===== src/rtl/pipe_stage_reg_if.sv =====
// Bundle of control, input and output fields for one pipeline boundary register.
// The master drives the incoming instruction and controls; the slave is the register itself.
interface pipe_stage_reg_if #(
    parameter int DATA_W = 32,
    parameter int TNEW_W = 3,
    parameter int REG_W  = 5
);
    logic              flush;
    logic              hold;
    logic              stall;
    logic              in_valid;
    logic [31:0]       in_ins;
    logic [31:0]       in_pc;
    logic [DATA_W-1:0] in_imm;
    logic [DATA_W-1:0] in_a;
    logic [DATA_W-1:0] in_b;
    logic [REG_W-1:0]  in_rs;
    logic [REG_W-1:0]  in_rt;
    logic [REG_W-1:0]  in_rd;
    logic [TNEW_W-1:0] in_tnew;

    logic              out_valid;
    logic [31:0]       out_ins;
    logic [31:0]       out_pc;
    logic [DATA_W-1:0] out_imm;
    logic [DATA_W-1:0] out_a;
    logic [DATA_W-1:0] out_b;
    logic [REG_W-1:0]  out_rs;
    logic [REG_W-1:0]  out_rt;
    logic [REG_W-1:0]  out_rd;
    logic [TNEW_W-1:0] out_tnew;

    modport master (
        output flush, hold, stall, in_valid, in_ins, in_pc, in_imm, in_a, in_b,
               in_rs, in_rt, in_rd, in_tnew,
        input  out_valid, out_ins, out_pc, out_imm, out_a, out_b,
               out_rs, out_rt, out_rd, out_tnew
    );

    modport slave (
        input  flush, hold, stall, in_valid, in_ins, in_pc, in_imm, in_a, in_b,
               in_rs, in_rt, in_rd, in_tnew,
        output out_valid, out_ins, out_pc, out_imm, out_a, out_b,
               out_rs, out_rt, out_rd, out_tnew
    );
endinterface


===== src/rtl/pipe_stage_reg.sv =====
// Configurable inter-stage pipeline register: load / hold / bubble / flush with fixed priority.
// Define PIPE_REG_PERF_EN to add saturating bubble_cnt and hold_cnt performance counters.
module pipe_stage_reg #(
    parameter int          DATA_W   = 32,
    parameter int          TNEW_W   = 3,
    parameter int          REG_W    = 5,
    parameter int          TNEW_DEC = 1,
    parameter logic [31:0] PC_RST   = 32'h0000_3000
) (
    input  logic        clk,
    input  logic        reset,
`ifdef PIPE_REG_PERF_EN
    output logic [15:0] bubble_cnt,
    output logic [15:0] hold_cnt,
`endif
    pipe_stage_reg_if.slave bus
);
    localparam logic [TNEW_W-1:0] DEC = TNEW_W'(TNEW_DEC);

    logic              valid_q, valid_d;
    logic [31:0]       ins_q, ins_d;
    logic [31:0]       pc_q, pc_d;
    logic [DATA_W-1:0] imm_q, imm_d;
    logic [DATA_W-1:0] a_q, a_d;
    logic [DATA_W-1:0] b_q, b_d;
    logic [REG_W-1:0]  rs_q, rs_d;
    logic [REG_W-1:0]  rt_q, rt_d;
    logic [REG_W-1:0]  rd_q, rd_d;
    logic [TNEW_W-1:0] tnew_q, tnew_d;

    always_comb begin
        valid_d = valid_q;
        ins_d   = ins_q;
        pc_d    = pc_q;
        imm_d   = imm_q;
        a_d     = a_q;
        b_d     = b_q;
        rs_d    = rs_q;
        rt_d    = rt_q;
        rd_d    = rd_q;
        tnew_d  = tnew_q;
        if (!bus.hold || bus.flush) begin
            // Any non-hold action replaces the contents; a bubble keeps only the PC.
            valid_d = 1'b0;
            ins_d   = '0;
            pc_d    = bus.in_pc;
            imm_d   = '0;
            a_d     = '0;
            b_d     = '0;
            rs_d    = '0;
            rt_d    = '0;
            rd_d    = '0;
            tnew_d  = '0;
            if (!bus.flush && !bus.stall && bus.in_valid) begin
                valid_d = 1'b1;
                ins_d   = bus.in_ins;
                imm_d   = bus.in_imm;
                a_d     = bus.in_a;
                b_d     = bus.in_b;
                rs_d    = bus.in_rs;
                rt_d    = bus.in_rt;
                rd_d    = bus.in_rd;
                // A write to $0 never creates a hazard, so its countdown is dropped.
                if (bus.in_rd != '0 && bus.in_tnew > DEC) begin
                    tnew_d = bus.in_tnew - DEC;
                end
            end
        end
    end

    always_ff @(posedge clk or negedge reset) begin
        if (!reset) begin
            valid_q <= 1'b0;
            ins_q   <= '0;
            pc_q    <= PC_RST;
            imm_q   <= '0;
            a_q     <= '0;
            b_q     <= '0;
            rs_q    <= '0;
            rt_q    <= '0;
            rd_q    <= '0;
            tnew_q  <= '0;
        end else begin
            valid_q <= valid_d;
            ins_q   <= ins_d;
            pc_q    <= pc_d;
            imm_q   <= imm_d;
            a_q     <= a_d;
            b_q     <= b_d;
            rs_q    <= rs_d;
            rt_q    <= rt_d;
            rd_q    <= rd_d;
            tnew_q  <= tnew_d;
        end
    end

    assign bus.out_valid = valid_q;
    assign bus.out_ins   = ins_q;
    assign bus.out_pc    = pc_q;
    assign bus.out_imm   = imm_q;
    assign bus.out_a     = a_q;
    assign bus.out_b     = b_q;
    assign bus.out_rs    = rs_q;
    assign bus.out_rt    = rt_q;
    assign bus.out_rd    = rd_q;
    assign bus.out_tnew  = tnew_q;

`ifdef PIPE_REG_PERF_EN
    logic        bubble_ev, hold_ev;
    logic [15:0] bubble_cnt_q, bubble_cnt_d;
    logic [15:0] hold_cnt_q, hold_cnt_d;

    // Flush beats hold; hold beats stall; an invalid load is also a bubble.
    assign bubble_ev = bus.flush | (~bus.hold & (bus.stall | ~bus.in_valid));
    assign hold_ev   = ~bus.flush & bus.hold;

    always_comb begin
        bubble_cnt_d = bubble_cnt_q;
        hold_cnt_d   = hold_cnt_q;
        if (bubble_ev && bubble_cnt_q != 16'hFFFF) bubble_cnt_d = bubble_cnt_q + 16'd1;
        if (hold_ev && hold_cnt_q != 16'hFFFF)     hold_cnt_d   = hold_cnt_q + 16'd1;
    end

    always_ff @(posedge clk or negedge reset) begin
        if (!reset) begin
            bubble_cnt_q <= '0;
            hold_cnt_q   <= '0;
        end else begin
            bubble_cnt_q <= bubble_cnt_d;
            hold_cnt_q   <= hold_cnt_d;
        end
    end

    assign bubble_cnt = bubble_cnt_q;
    assign hold_cnt   = hold_cnt_q;
`endif
endmodule


===== src/flat_wrapper.sv =====
// flat-port wrapper written by rule: the top's interface ports become plain ports
module pipe_stage_reg_flat 
#(
    parameter int          DATA_W   = 32,
    parameter int          TNEW_W   = 3,
    parameter int          REG_W    = 5,
    parameter int          TNEW_DEC = 1,
    parameter logic [31:0] PC_RST   = 32'h0000_3000
)
  (clk, reset, bus_flush, bus_hold, bus_stall, bus_in_valid, bus_in_ins, bus_in_pc, bus_in_imm, bus_in_a, bus_in_b, bus_in_rs, bus_in_rt, bus_in_rd, bus_in_tnew, bus_out_valid, bus_out_ins, bus_out_pc, bus_out_imm, bus_out_a, bus_out_b, bus_out_rs, bus_out_rt, bus_out_rd, bus_out_tnew);
  pipe_stage_reg_if #(.DATA_W(DATA_W), .TNEW_W(TNEW_W), .REG_W(REG_W)) bus_i ();
  input  logic clk;
  input  logic reset;
  input wire logic [$bits(bus_i.flush)-1:0] bus_flush;
  input wire logic [$bits(bus_i.hold)-1:0] bus_hold;
  input wire logic [$bits(bus_i.stall)-1:0] bus_stall;
  input wire logic [$bits(bus_i.in_valid)-1:0] bus_in_valid;
  input wire logic [$bits(bus_i.in_ins)-1:0] bus_in_ins;
  input wire logic [$bits(bus_i.in_pc)-1:0] bus_in_pc;
  input wire logic [$bits(bus_i.in_imm)-1:0] bus_in_imm;
  input wire logic [$bits(bus_i.in_a)-1:0] bus_in_a;
  input wire logic [$bits(bus_i.in_b)-1:0] bus_in_b;
  input wire logic [$bits(bus_i.in_rs)-1:0] bus_in_rs;
  input wire logic [$bits(bus_i.in_rt)-1:0] bus_in_rt;
  input wire logic [$bits(bus_i.in_rd)-1:0] bus_in_rd;
  input wire logic [$bits(bus_i.in_tnew)-1:0] bus_in_tnew;
  output wire logic [$bits(bus_i.out_valid)-1:0] bus_out_valid;
  output wire logic [$bits(bus_i.out_ins)-1:0] bus_out_ins;
  output wire logic [$bits(bus_i.out_pc)-1:0] bus_out_pc;
  output wire logic [$bits(bus_i.out_imm)-1:0] bus_out_imm;
  output wire logic [$bits(bus_i.out_a)-1:0] bus_out_a;
  output wire logic [$bits(bus_i.out_b)-1:0] bus_out_b;
  output wire logic [$bits(bus_i.out_rs)-1:0] bus_out_rs;
  output wire logic [$bits(bus_i.out_rt)-1:0] bus_out_rt;
  output wire logic [$bits(bus_i.out_rd)-1:0] bus_out_rd;
  output wire logic [$bits(bus_i.out_tnew)-1:0] bus_out_tnew;
  assign bus_i.flush = bus_flush;
  assign bus_i.hold = bus_hold;
  assign bus_i.stall = bus_stall;
  assign bus_i.in_valid = bus_in_valid;
  assign bus_i.in_ins = bus_in_ins;
  assign bus_i.in_pc = bus_in_pc;
  assign bus_i.in_imm = bus_in_imm;
  assign bus_i.in_a = bus_in_a;
  assign bus_i.in_b = bus_in_b;
  assign bus_i.in_rs = bus_in_rs;
  assign bus_i.in_rt = bus_in_rt;
  assign bus_i.in_rd = bus_in_rd;
  assign bus_i.in_tnew = bus_in_tnew;
  assign bus_out_valid = bus_i.out_valid;
  assign bus_out_ins = bus_i.out_ins;
  assign bus_out_pc = bus_i.out_pc;
  assign bus_out_imm = bus_i.out_imm;
  assign bus_out_a = bus_i.out_a;
  assign bus_out_b = bus_i.out_b;
  assign bus_out_rs = bus_i.out_rs;
  assign bus_out_rt = bus_i.out_rt;
  assign bus_out_rd = bus_i.out_rd;
  assign bus_out_tnew = bus_i.out_tnew;
  pipe_stage_reg #(.DATA_W(DATA_W), .TNEW_W(TNEW_W), .REG_W(REG_W), .TNEW_DEC(TNEW_DEC), .PC_RST(PC_RST)) u_core (.clk(clk), .reset(reset), .bus(bus_i));
endmodule

===== config.mk =====
export PLATFORM = sky130hd
export DESIGN_NAME = pipe_stage_reg_flat
export DESIGN_NICKNAME = d
export VERILOG_FILES = /design/src/rtl/pipe_stage_reg_if.sv /design/src/rtl/pipe_stage_reg.sv /design/src/flat_wrapper.sv
export SDC_FILE = /design/constraint.sdc
export NUM_CORES = 1
export LEC_CHECK = 0
export ABC_AREA = 1
export BUFFER_PORTS_ARGS = -buffer_cell sky130_fd_sc_hd__buf_2
export CAP_MARGIN = 0
export CELL_PAD_IN_SITES_DETAIL_PLACEMENT = 1
export CELL_PAD_IN_SITES_GLOBAL_PLACEMENT = 2
export CORE_MARGIN = 1
export CORE_UTILIZATION = 25
export CTS_CLUSTER_DIAMETER = 200
export DETAILED_ROUTE_END_ITERATION = 12
export PLACE_DENSITY = 0.85
export SYNTH_ARGS = -nofsm -noshare
export SYNTH_HDL_FRONTEND = slang
export SYNTH_SLANG_ARGS = --single-unit

===== constraint.sdc =====
create_clock -name clk -period 1.11 [get_ports clk]
set_clock_uncertainty 0.2 [all_clocks]
set_input_delay 0.222 -clock clk [delete_from_list [all_inputs] [get_ports clk]]
set_output_delay 0.222 -clock clk [all_outputs]
set_load 0.1 [all_outputs]

==> metrics.yaml <==
htreeDepth: 4
synth_nets: 977
ir_drop_v: 0.000716
path_max_fanout: 2
intPower_mw: 11.9
finalInstanceArea_sq_um: 15500
core_area_sq_um: 27800
rsz0062_at_grt: "true"
die_area_sq_um: 28900
area_growth_pct: 120
fmax_mhz: 604
p_sw_mw: 6.06
grt_overflow_total: 0
slew_viol_final: 0
mostFrequentLayoutCells: "388 x nand2_1, 206 x buf_12, 182 x buf_2, 177 x dlygate4sd3_1, 177 x dfrtp_2"
power_frac_seq: 0.393
die_w_um: 170
final_common_cell: "nand2_1"
path_clk_slew_ps: 80
crit_chain: "buf_12"
detail_route.wl_per_cell_um: 20.3
start_kind: "flip-flop"
drt_wl_total_um: 36300
rows: 61
netlist_instances: 791
clock_power_share: 0.341
crit_buf_inv: 1
critPathCaptureType: "primary output"
cts_root_buf: "clkbuf_16"
hold_path_depth: 5
post_dp_cell_area_sq_um: 12800
synthesis.area_sq_um: 7060
num-nets-final: 1585
start_util: 0.254
rrSetupSlack_ps: -20
cts_tree: "done"
p_leak_nw: 7.58
pin_count: 363
synth_cell_type_count: 15
drv_cap: 0
critPathKind: "reg -> out"
hold_path_class: "in -> reg"
fp.dieH_um: 170
max_slew_margin: 0.773
fill_cells: 2995
place_hpwl_um: 21900
rr_worst_depth: 4
fin_crit_sh: 1.49
utilization: 0.560
final-setup-viol-count: 183
hold_start: "bus_in_rd[1]"
grt_pass1_wl_um: 53500
yosys_register_bits: 179
io_buffers: 362
clk_path_buf_depth: 2
gp_congestion: 0.789
worstMarginPinSlew_ps: 340
p_comb_frac: 0.266
critPathTopFamily: "flip-flops"
first_global_vias: 9418
ant_nets: 0
reg2reg_to: "u_core.bus.out_ins[5]"
rr_startpoint: "u_core.bus.out_ins[5]"
violations: "setup timing"
avgSynthCellArea_sq_um: 8.92
hold_violations: 0
clkLatencyLatePin_ps: 420
required_ps: 690
dr.pass1.iters: 4
drt-initial-drc-count: 318
antenna_found_initial: 1
arrival_ps: 1230
whs_ps: 3.83
crit_slowest_cell: "dfstp_4"
hold_end: "u_core.bus.out_tnew[0]"
routed_via_density: 4.58
max_stage_delay_ps: 630
post-route-min-period_ps: 1660
power_density_nw_per_um2: 1150
status: "complete, but fails checks"
cts_buffers: 17
finalPower_mw: 17.9
clock_sinks: 179
grt_max_degree: 39
remaining_drc_errors: 0
synth_seq_area_share: 0.635
vias: 8194
netSwitchingFraction: 0.338
gr-usage-all-layers: 0.245
yosys_warnings: 0
final.setup.tns_ps: -61800
setup_slack_ps: -546
drive_gt1_frac: 0.489
layout make-up:
cell class | instances | area [sq um] | area share
repair buffers | 641 | 7400 | 0.476
flip-flops and latches | 179 | 4710 | 0.303
multi-input cells | 552 | 2340 | 0.150
well taps | 378 | 473 | 0.0304
clock buffers | 19 | 453 | 0.0291
clock inverters | 13 | 135 | 0.00869
inverters | 8 | 30.0 | 0.00193
diodes | 1 | 2.50 | 0.000161
power groups by stage:
stage	clock network [mW]	logic (mW)	registers (mW)
4_1_cts	6.31	4.64	7.05
2_1_floorplan	0	0.491	8.68
3_3_place_gp	0	4.05	7.16
5_1_grt	6.49	4.96	7.08
6_report	6.12	4.77	7.06
3_5_place_dp	0	4.10	7.18
synthesized netlist by cell type (all sizes together):
cell type / n / area, sq um
dfrtp: 177 / 4430
o21ai: 2 / 10.0
nand2: 393 / 1480
buf: 42 / 216
ha: 2 / 25.0
clkbuf: 10 / 37.5
nand3: 146 / 731
dfstp: 2 / 52.6
inv: 8 / 30.0
nor2: 9 / 51.3
state kept, by name, indices dropped and copies added, names as in the netlist:
| name | cells |
|---|---|
| u_core.bus.out_pc | 32 |
| u_core.bus.out_a | 32 |
| u_core.bus.out_ins | 32 |
| u_core.bus.out_rt | 5 |
| u_core.bus.out_imm | 32 |
| u_core.bus.out_tnew | 3 |
| u_core.bus.out_rd | 5 |
| u_core.bus.out_rs | 5 |
| u_core.bus.out_valid | 1 |
| u_core.bus.out_b | 32 |
worst max path at each step:
stage | to | cells after the start | start | slack (ps)
global placement | u_core.bus.out_a[17] | 6 | bus_flush | -250
floorplan | bus_out_pc[12] | 0 | u_core.bus.out_pc[12] | -80
detailed placement | u_core.bus.out_tnew[1] | 7 | bus_stall | -260
finish | bus_out_pc[12] | 1 | u_core.bus.out_pc[12] | -550
CTS | bus_out_pc[12] | 1 | u_core.bus.out_pc[12] | -570
global route | bus_out_pc[12] | 1 | u_core.bus.out_pc[12] | -580
worst register-to-register path, delay by kind of cell (launching register included):
kind                   cells  cell delay [ps]
and+or+nand+nor            2              130
DFF                        1              430
buffers and inverters      2              260
cell families after synthesis:
group / count (synthesis) / share of synthesized area
buffers and inverters: 60 / 0.0402
adders and majority gates: 2 / 0.00354
AOI/OAI and AO/OA: 2 / 0.00142
DFF: 179 / 0.635
and+or+nand+nor: 548 / 0.320
routing by layer:
layer	global-route usage	share of wire	vias up
li1	-	-	3706
met1	0.257	0.37	4068
met2	0.453	0.53	339
met3	0.0700	0.072	81
met4	0.108	0.035	0
met5	0	0	-
metrics by stage:
| stage | instances | worst slack, ps |
|---|---|---|
| after CTS | 1768 | -575 |
| final | 1791 | -546 |
| after detailed placement | 1545 | -265 |
| after floorplan | 791 | -75.6 |
| after global routing | 1791 | -581 |
| after global placement | 1545 | -250 |
timing repair:
item | 4_1_cts | 5_1_grt
setup buffers | 13 | 23
pin swaps | 0 | 7
endpoints found under the setup margin | 179 | 198
gates resized for setup | 0 | 18
hold buffers | 178 | 1
hold endpoints to repair | 356 | 4
Power figures use the tool's default switching activity.
